==> src/rtl/block_merge.sv <==
`default_nettype none
// ============================================================================
// Module      : block_merge
// Description : Merges two valid/ready input streams into one registered
//               output stream. Each input is buffered in its own FIFO;
//               arbitration is round-robin or fixed priority (in1 first).
//               out2 tags every output word with its source channel.
// Revision    : 1.0 - initial release
// ============================================================================
module block_merge #(
    parameter int WIDTH   = 8,
    parameter int DEPTH   = 4,
    parameter int RR_MODE = 1
) (
    input  logic             clk,
    input  logic             reset,
    input  logic [WIDTH-1:0] in1,
    input  logic             in1_valid,
    output logic             in1_ready,
    input  logic [WIDTH-1:0] in2,
    input  logic             in2_valid,
    output logic             in2_ready,
    output logic [WIDTH-1:0] out1,
    output logic             out1_valid,
    input  logic             out1_ready,
    output logic             out2
);

    localparam int AW = $clog2(DEPTH);

    // Count value meaning "full"; count spans 0..DEPTH so it needs AW+1 bits.
    localparam logic [AW:0]   c_FULL    = (AW+1)'(DEPTH);
    localparam logic [AW:0]   c_CNT_ONE = (AW+1)'(1);
    localparam logic [AW-1:0] c_PTR_ONE = AW'(1);

    // Channel index 0 = in1, 1 = in2 throughout.
    logic [1:0]            w_in_valid;
    logic [1:0][WIDTH-1:0] w_in_data;
    logic [1:0]            w_ready;
    logic [1:0]            w_wr;
    logic [1:0]            w_rd;
    logic [1:0]            w_nonempty;
    logic [1:0][WIDTH-1:0] w_head;

    logic                  w_can_load;
    logic                  w_load;
    logic                  w_grant;

    // Arbiter memory: channel granted most recently (1 = in2).
    logic                  r_last;

    logic [WIDTH-1:0]      r_out_data;
    logic                  r_out_tag;
    logic                  r_out_valid;

    assign w_in_valid   = {in2_valid, in1_valid};
    assign w_in_data[0] = in1;
    assign w_in_data[1] = in2;

    assign in1_ready = w_ready[0];
    assign in2_ready = w_ready[1];

    // ------------------------------------------------------------------------
    // Per-channel input FIFOs
    // ------------------------------------------------------------------------
    generate
        for (genvar g = 0; g < 2; g++) begin : g_fifo
            logic [WIDTH-1:0] r_mem [DEPTH];
            logic [AW-1:0]    r_wptr;
            logic [AW-1:0]    r_rptr;
            logic [AW:0]      r_count;

            // Ready depends only on occupancy: a slot freed by a read in the
            // same cycle is not reusable until the following cycle.
            assign w_ready[g]    = !reset && (r_count != c_FULL);
            assign w_wr[g]       = w_in_valid[g] && w_ready[g];
            assign w_nonempty[g] = (r_count != '0);
            assign w_head[g]     = r_mem[r_rptr];

            // Storage array: data only, never needs clearing.
            always_ff @(posedge clk) begin
                if (w_wr[g]) begin
                    r_mem[r_wptr] <= w_in_data[g];
                end
            end

            // Pointers wrap naturally modulo DEPTH; count tracks occupancy.
            always_ff @(posedge clk) begin
                if (reset) begin
                    r_wptr  <= '0;
                    r_rptr  <= '0;
                    r_count <= '0;
                end else begin
                    if (w_wr[g]) begin
                        r_wptr <= r_wptr + c_PTR_ONE;
                    end
                    if (w_rd[g]) begin
                        r_rptr <= r_rptr + c_PTR_ONE;
                    end
                    case ({w_wr[g], w_rd[g]})
                        2'b10:   r_count <= r_count + c_CNT_ONE;
                        2'b01:   r_count <= r_count - c_CNT_ONE;
                        default: r_count <= r_count;
                    endcase
                end
            end
        end
    endgenerate

    // ------------------------------------------------------------------------
    // Arbitration and output stage
    // ------------------------------------------------------------------------
    assign w_can_load = !r_out_valid || out1_ready;
    assign w_load     = w_can_load && (|w_nonempty);
    assign w_rd[0]    = w_load && !w_grant;
    assign w_rd[1]    = w_load &&  w_grant;

    // Grant selection: a lone non-empty FIFO always wins; on a tie either
    // alternate against the last grant or favour in1.
    always_comb begin
        w_grant = 1'b0;
        if (w_nonempty == 2'b10) begin
            w_grant = 1'b1;
        end else if (w_nonempty == 2'b11) begin
            if (RR_MODE != 0) begin
                w_grant = !r_last;
            end else begin
                w_grant = 1'b0;
            end
        end
    end

    // Last-grant register; reset to in2 so in1 wins the first tie.
    always_ff @(posedge clk) begin
        if (reset) begin
            r_last <= 1'b1;
        end else if (w_load) begin
            r_last <= w_grant;
        end
    end

    // Output register: load from granted head, else retire the accepted word.
    always_ff @(posedge clk) begin
        if (reset) begin
            r_out_data  <= '0;
            r_out_tag   <= 1'b0;
            r_out_valid <= 1'b0;
        end else if (w_load) begin
            r_out_data  <= w_head[w_grant];
            r_out_tag   <= w_grant;
            r_out_valid <= 1'b1;
        end else if (r_out_valid && out1_ready) begin
            r_out_valid <= 1'b0;
        end
    end

    assign out1       = r_out_data;
    assign out2       = r_out_tag;
    assign out1_valid = r_out_valid;

endmodule
`default_nettype wire

==> config.mk <==
export PLATFORM = sky130hd
export DESIGN_NAME = block_merge
export DESIGN_NICKNAME = d
export VERILOG_FILES = /design/src/rtl/block_merge.sv
export SDC_FILE = /design/constraint.sdc
export NUM_CORES = 1
export LEC_CHECK = 0
export BUFFER_PORTS_ARGS = -buffer_cell sky130_fd_sc_hd__buf_2
export CORE_MARGIN = 2
export CORE_UTILIZATION = 30
export CTS_CLUSTER_SIZE = 24
export DETAILED_ROUTE_END_ITERATION = 16
export MAX_ROUTING_LAYER = met4
export PLACE_DENSITY = 0.58
export SYNTH_ARGS = -nofsm -noshare
export SYNTH_HDL_FRONTEND = slang
export SYNTH_SLANG_ARGS = --single-unit
==> constraint.sdc <==
create_clock -name clk -period 2.6 [get_ports clk]
set_clock_uncertainty 0.2 [all_clocks]
set_input_delay 0.65 -clock clk [delete_from_list [all_inputs] [get_ports clk]]
set_output_delay 0.65 -clock clk [all_outputs]
set_load 0.05 [all_outputs]
==> results of run 1 <==
cell type report:
class / instances / area, um2 / share of cell area, %
sequential: 93 / 2502 / 57.89
clock buffer: 9 / 225.2 / 5.210
multi-input combinational: 111 / 1076 / 24.89
inverter: 14 / 52.55 / 1.216
tap: 147 / 183.9 / 4.255
clock inverter: 7 / 55.05 / 1.274
timing repair buffer: 41 / 227.7 / 5.268
worst paths after layout:
kind	start	end	slack [ns]	cells after the start
min	out1[6]	out1[6]	0.32	2
max reg2reg	g_fifo[0].r_count[2]	g_fifo[1].r_count[2]	0.12	8
max	g_fifo[0].r_count[2]	g_fifo[1].r_count[2]	0.12	8
min reg2reg	out1[6]	out1[6]	0.32	2
cell usage in the layout (no fill, tap or decap), types with 2 or more instances in the layout:
cell,netlist,final
nor2_1,23,23
nor3_1,2,2
o31ai_1,2,2
a211oi_2,2,2
and2_1,8,8
inv_6,0,4
mux4_2,16,16
nand2_1,3,3
xor2_1,4,4
edfxtp_1,64,64
a21oi_1,9,9
buf_4,0,9
a222oi_1,8,8
o21ai_0,2,2
clkinvlp_4,0,2
inv_1,14,14
clkbuf_16,0,9
or3_1,3,3
ha_1,10,10
dfxtp_1,29,29
fa_1,2,2
buf_2,3,32
nand3b_1,2,2
xnor2_1,4,4
per-layer routing:
metal,wire length [um],up-vias
li1,-,949
met1,2835,989
met2,3478,46
met3,414,7
met4,58,0
met5,0,-
worst min-delay path: stages, from the launching register on:
cell and delay (ns):
dfxtp_1 0.34, a222oi_1 0.07, nor2_1 0.08
registers in the layout, indices dropped and copies added (netlist names), named ones only:
register        cells
g_fifo.r_mem       64
g_fifo.r_count      6
g_fifo.r_wptr       4
out1_valid          1
out2                1
g_fifo.r_rptr       4
r_last              1
out1                8
power by group through the flow:
stage                     sequential, mW  combinational [mW]  clock, mW
after floorplan                     2.17                1.05          0
after global routing                2.05                1.71       1.32
final                               2.01                1.56       1.22
after detailed placement            2.05                1.57          0
after global placement              2.05                1.54          0
after CTS                           2.02                1.58       1.25
what timing repair did:
action	CTS	global route
endpoints found under the setup margin	0	1
hold buffers	0	0
gates resized for setup	0	1
cell families (layout without fill, tap and decap cells):
family / Yosys count / count (layout) / synth area share, %
mux: 16 / 16 / 9.819
xor+xnor: 8 / 8 / 1.909
buf+inv: 23 / 71 / 2.659
compound gates: 30 / 30 / 6.785
simple gates: 45 / 45 / 6.137
flops: 93 / 93 / 68.19
fa+ha+maj: 12 / 12 / 4.501
==> run summary, run 1 <==
The routed length per placed instance came out at 16.09 um. The largest delay contributor family on the critical path is simple AND/OR/NAND/NOR gates. The number of buffers added on ports came out at 32. The clock slew at the register clock pins of the worst setup and hold paths is 0.07 ns. The reported net switching power is 1.683 mW. The count of pins over their slew limit came out at 0. The share of synthesized flip-flops with an asynchronous set or reset is 0%. The number of nets with antenna violations after detailed routing came out at 0. The required time of the critical path came out at 2.68 ns. The area inside the core boundary came out at 11960 um2.

The post-layout minimum cycle time is 2.481 ns. By instance count, the leading cell after synthesis is edfxtp_1. The smallest setup slack after layout is 0.1188 ns. The number of iterations in the first detailed-routing pass is 4. The met1 usage in global routing is 14.07%.

Of the total power, combinational logic draws 32.6%. The via total after detailed routing came out at 1991. The synthesis-stage register bit count came out at 93.

The internal power of the cells totals 3.119 mW. By count the netlist is led by edfxtp_1, dfxtp_1, nor2_1. The total of max-cap violations is 0. The final wirelength is 6788 um. The worst voltage drop across the vdd grid is 0.3941 mV. The leakage dissipation came out at 1.510 nW. The initial core utilization came out at 30.68%. The category of the critical setup timing path is reg2reg. The count of fill cells added during filler insertion is 1144. The wire length of the first global-routing pass is 10550 um. For this run, the number of standard cells in the final layout without fillers is 422.

The switching part of the total is 35.05%. Yosys attributes the largest share of cell area to edfxtp_1, dfxtp_1, mux4_2. Summing internal, switching and leakage power gives 4.802 mW. The fraction of met2 tracks used by global routing came out at 17.79%. The number of placement rows is 40. A synthesized cell averages 16.17 um2.

For this run the aggregate overflow at the end of global routing stands at 0. The number of buffers added by the clock tree synthesis step came out at 9. STA classifies the critical path endpoint as a flip-flop. The net total in the final layout came out at 303. On the critical path, the stage with the largest delay is an instance of or3_4. The buffer cell driving the clock tree root is clkbuf_16.

The remaining design rule violation count came out at 0. The insertion delay to the later sink of the worst-skew pair is 0.34 ns. The die outline area came out at 13130 um2. Traced cell by cell, the critical path runs through or3_4 > a211oi_4 > ha_1 > inv_1 > fa_1 > xor2_1 > or3_1 > a21oi_1.

The unique cell type count in the Yosys netlist is 34. Of all cell types, the one taking the most synthesized area is edfxtp_1. The worst hold path belongs to the class reg2reg. In this run the count of I/O pins placed on the die edge is 33. The arrival time of the worst setup path came out at 2.56 ns.

Dividing the detail-routed via count by the number of cells gives 4.718. In this run, synthesis inferred 64 flip-flops with an integrated enable. In this run the most used layer during global routing was met2. Hold timing on the final database bottoms out at a slack of 0.3184 ns. The x dimension of the die came out at 114.6 um. The die height is 114.6 um. The count of inserted antenna diode cells came out at 0. The met3 track demand over resource is 3.282%.

Once the clock tree was built, the setup fixing pass inserted 0 buffers. The largest buffer count on any clock path is 2. The layout overhead on the synthesized area came out at 17.80%. The number of hold violations in the final report came out at 0. The number of nets in the synthesized netlist is 260. The post-route fraction of the period consumed by the critical path came out at 95.43%. The placer's final routability congestion estimate came out at 0.7188. For this run, the leading register cell type out of synthesis is edfxtp_1. The H-tree was split into 3 levels. In the synthesized netlist, the number of instances is 227. The run finished with clean final reports. The worst setup slack before clock tree synthesis came out at 0.03467 ns. Of the post-synthesis cell area, the dominant cell type holds 52.37%. Setup repair after global routing left no endpoint under its margin.

The fraction of power consumed by the clock network came out at 25.5%. The fraction of power consumed by sequential logic came out at 41.9%. The worst setup path is launched from a flip-flop. The clock net in this run drives a total of 93 sinks. The synthesized cell area came out at 3670 um2. The total negative slack for setup checks is 0 ns. The maximum net fanout on the critical path came out at 4.

For this block, the initial DRC count from the detailed router was 147. The wire-length estimate of the detail-placed layout is 4668 um. The number of global-route vias before repair was 1985. The post-layout instance area came out at 4323 um2. The sequential cell area fraction in the yosys report came out at 68.19%. For the pin with the worst max-slew slack, the measured transition is 0.5485 ns.

The count of buffering cells on the critical path with inverters included came out at 1. The highest clock frequency the design can meet is 0.4030 GHz. The worst relative slew slack is 63.38%. The cell area after placement came out at 4036 um2. The number of synthesis warnings came out at 0.

The number of placed instances, taps included is 406. The power density of the placed cells is 1111 nW/um2. The final core utilization came out at 36.14%. The largest single stage delay on the critical path is 0.42 ns. Global routing used 11.40% of the available tracks across all layers.

TritonCTS built the clock tree. Of the cells placed in the final design, the portion with a size suffix greater than 1 is 29.45%. The number of setup violations in the final report is 0. The number of antenna violations at the first check in global routing came out at 0. The maximum number of pins on one net before global-route repair came out at 28.
Power figures use the tool's default switching activity.
==> inputs of run 2 (changes only) <==
==> constraint.sdc (replaced) <==
create_clock -name clk -period 2.6 [get_ports clk]
set_clock_uncertainty 0.2 [all_clocks]
set_input_delay 0.52 -clock clk [delete_from_list [all_inputs] [get_ports clk]]
set_output_delay 0.52 -clock clk [all_outputs]
set_load 0.05 [all_outputs]
==> run 2 against run 1 <==
Global-route usage grew 0.59 points. Critical path depth stayed put. Fmax is 0.94% lower.
==> run summary, run 2 (same netlist as run 1, synthesis figures left out) <==
The via total after detailed routing came out at 1984 (-0.35%). The tree is rooted in a clkbuf_16. The share of cells above drive strength 1 is 30.22% (+0.76 points). The count of inserted antenna diode cells is 0 (unchanged).

The number of buffers added by the clock tree synthesis step is 9 (unchanged). The library cell used most frequently in the layout, excluding fill and tap cells, is edfxtp_1. The area taken by flip-flops and latches was 2502 um2 (unchanged).

The reported net switching power was 1.683 mW (about the same). The post-layout minimum cycle time came to 2.505 ns (+0.02355 ns). The arrival time of the worst setup path is 2.58 ns (+0.02 ns).

The clock net sink count is 93 (unchanged). The multi-input gate area in the final layout came out at 1079 um2 (+0.23%). The highest clock frequency the design can meet was 0.3992 GHz (-0.94%). The stage delay of the slowest cell on the critical path is 0.41 ns (about the same). The largest delay contributor family on the critical path is simple AND/OR/NAND/NOR gates.

The number of buffers added on ports is 32 (unchanged). Setup repair after global routing left no endpoint under its margin. The power density of the placed cells came out at 1130 nW/um2 (+1.8%). The largest buffer count on any clock path is 2 (unchanged). The net total in the final layout is 306 (+0.99%). The share of total power in combinational logic came out at 33.6% (+1.0 points).

The x dimension of the die is 114.6 um (unchanged). The number of setup violations in the final report is 0 (unchanged). The worst voltage drop across the vdd grid came to 0.4081 mV (+3.6%). The count of pins over their slew limit is 0 (unchanged). The clock slew at the register clock pins of the worst setup and hold paths is 0.06 ns (about the same).

The most critical setup path has its endpoint at g_fifo[1].r_count[2]. The number of placed instances, taps included came out at 407 (+0.25%). The routed length per placed instance came out at 16.74 um (+4.0%).

In this run the worst hold path is classified as in2reg. The number of iterations in the first detailed-routing pass is 4 (unchanged). The register-to-register setup slack is 0.1 ns (-0.02 ns). The non-filler instance count after layout came out at 425 (+0.71%). The flip-flop count of the largest register after layout came out at 64 (unchanged). The fraction of power consumed by sequential logic came out at 40.4% (-1.5 points).

The fraction of power consumed by the clock network is 26.0% (+0.5 points). The cell-internal power came to 3.245 mW (+4.0%). The initial core utilization came out at 30.68% (unchanged). The wire length of the first global-routing pass came out at 11210 um (+6.3%). The post-route fraction of the period consumed by the critical path is 96.34% (+0.91 points).

The count of buffering cells on the critical path with inverters included was 1 (unchanged). The switching part of the total is 34.15% (-0.90 points). From synthesis to final layout, the design area changed by 18.79%. The maximum number of pins on one net before global-route repair came out at 29 (+3.6%).

The number of global-route vias before repair came out at 2000 (+0.76%). TritonCTS built the clock tree. The number of cells traversed by the worst register-to-register path is 8 (unchanged).

The number of logic stages on the critical path including buffering came out at 8 (unchanged). The worst relative slew slack is 63.35% (about the same). The area inside the core boundary is 11960 um2 (unchanged). The endpoint identified for the worst register-to-register timing path is g_fifo[1].r_count[2]. The die outline area came to 13130 um2 (unchanged). The iteration-0 DRC count of the detailed router came to 156 (+6.1%). The required time of the critical path is 2.67 ns (about the same). The worst register-to-register path begins at g_fifo[0].r_count[2]. The number of nets with antenna violations after detailed routing is 0 (unchanged). The total negative slack for setup checks came out at 0 ns (unchanged). The placer's final routability congestion estimate came out at 0.7258 (+0.97%).

The library cells used most frequently in the layout, excluding fill and tap cells, are edfxtp_1, buf_2, dfxtp_1. The maximum net fanout on the critical path is 4 (unchanged). The number of top-level design ports is 33 (unchanged). The HPWL after detailed placement was 4747 um (+1.7%). The total grt overflow is 0 (unchanged). The via density per instance is 4.668 (-1.1%). The number of placement rows is 40 (unchanged).

The overall routing resource usage is 11.99% (+0.59 points). The flow ran to the end, and the final reports show no timing, DRC or antenna violations. The critical path starts at g_fifo[0].r_count[2]. Walking the worst path, the cells encountered are or3_4 > a211oi_4 > ha_2 > inv_1 > fa_2 > xor2_1 > or3_1 > a21oi_2. The number of hold violations in the final report came out at 0 (unchanged).

The category of the worst setup path capture point is a flip-flop. The total of max-cap violations is 0 (unchanged). The count of fill cells added during filler insertion came to 1143 (-0.087%). More flip-flops sit in one register than any other, and that register is g_fifo.r_mem. By startpoint and endpoint, the worst setup path is classified as reg2reg. STA classifies the critical path startpoint as a flip-flop. The leakage dissipation came out at 1.531 nW (+1.4%). The insertion delay to the later sink of the worst-skew pair is 0.34 ns (about the same). The final wirelength was 7113 um (+4.8%). The number of antenna violations at the first check in global routing was 0 (unchanged). The remaining design rule violation count is 0 (unchanged).

The largest individual stage delay along the critical path comes from the cell or3_4. The die height is 114.6 um (unchanged). The worst-margin pin slew is 0.5489 ns (+0.0004130 ns). The depth of the CTS H-tree came out at 3 (unchanged).
run 2: changes by cell type in the layout (fill, tap and decap cells not counted), sizes merged:
cell      previous run  this run
clkinvlp             3         1
clkinv               0         3
buf                 41        44
clkbuf               9        10
bufinv               0         1
inv                 18        15
run 2: per-layer routing:
metal / share of wire [%] / up-vias / track usage [%]
met5: 0 / - / -
met4: 0.89 / 0 / 2.439
met3: 5.5 / 7 / 4.606
met2: 47 / 44 / 17.48
met1: 46 / 983 / 16.03
li1: - / 950 / -
run 2: stage by stage:
stage | utilization [%] | setup WS, ns | power [mW] | cell area [um2] | hold slack [ns]
global route | 36.44 | 0.008878 | 5.206 | 4359 | 0.1904
floorplan | - | 0.01534 | 3.211 | 3670 | 0.2993
global placement | 33.81 | 0.1645 | 3.617 | 4044 | 0.2718
finish | 36.44 | 0.09528 | 4.928 | 4359 | 0.1960
CTS | 36.24 | 0.1195 | 4.931 | 4335 | 0.1869
detailed placement | 33.81 | 0.1151 | 3.635 | 4044 | 0.2936
run 2: how the worst min path moves through the flow:
stage	startpoint	to	depth (start not counted)
2_1_floorplan	g_fifo[0].r_rptr[1]	flip-flop	2
4_1_cts	in1[4]	g_fifo[0].r_mem[3][4]	1
3_5_place_dp	out2	out2	2
3_3_place_gp	out2	out2	2
6_report	in2[2]	g_fifo[1].r_mem[1][2]	1
5_1_grt	in1[1]	g_fifo[0].r_mem[3][1]	1
run 2: repair_timing:
item / in CTS / in global routing
hold buffers: 0 / 0
hold endpoints to repair: 0 / 0
setup endpoints to repair: 0 / 1
resized for setup: 0 / 3
buffers inserted: 0 / 2
run 2: cell type report:
class,instances,area share (%)
inverters,14,1.206
repair buffers,44,5.741
well taps,147,4.219
flip-flops and latches,93,57.41
clock inverters,6,1.435
clock buffers,10,5.253
multi-input cells,111,24.74
run 2: power by group through the flow:
stage          logic [mW]  registers (mW)  clock network, mW
5_1_grt              1.80            2.03               1.38
2_1_floorplan        1.04            2.17                  0
6_report             1.66            1.99               1.28
3_5_place_dp         1.61            2.03                  0
4_1_cts              1.62            2.00               1.32
3_3_place_gp         1.59            2.02                  0
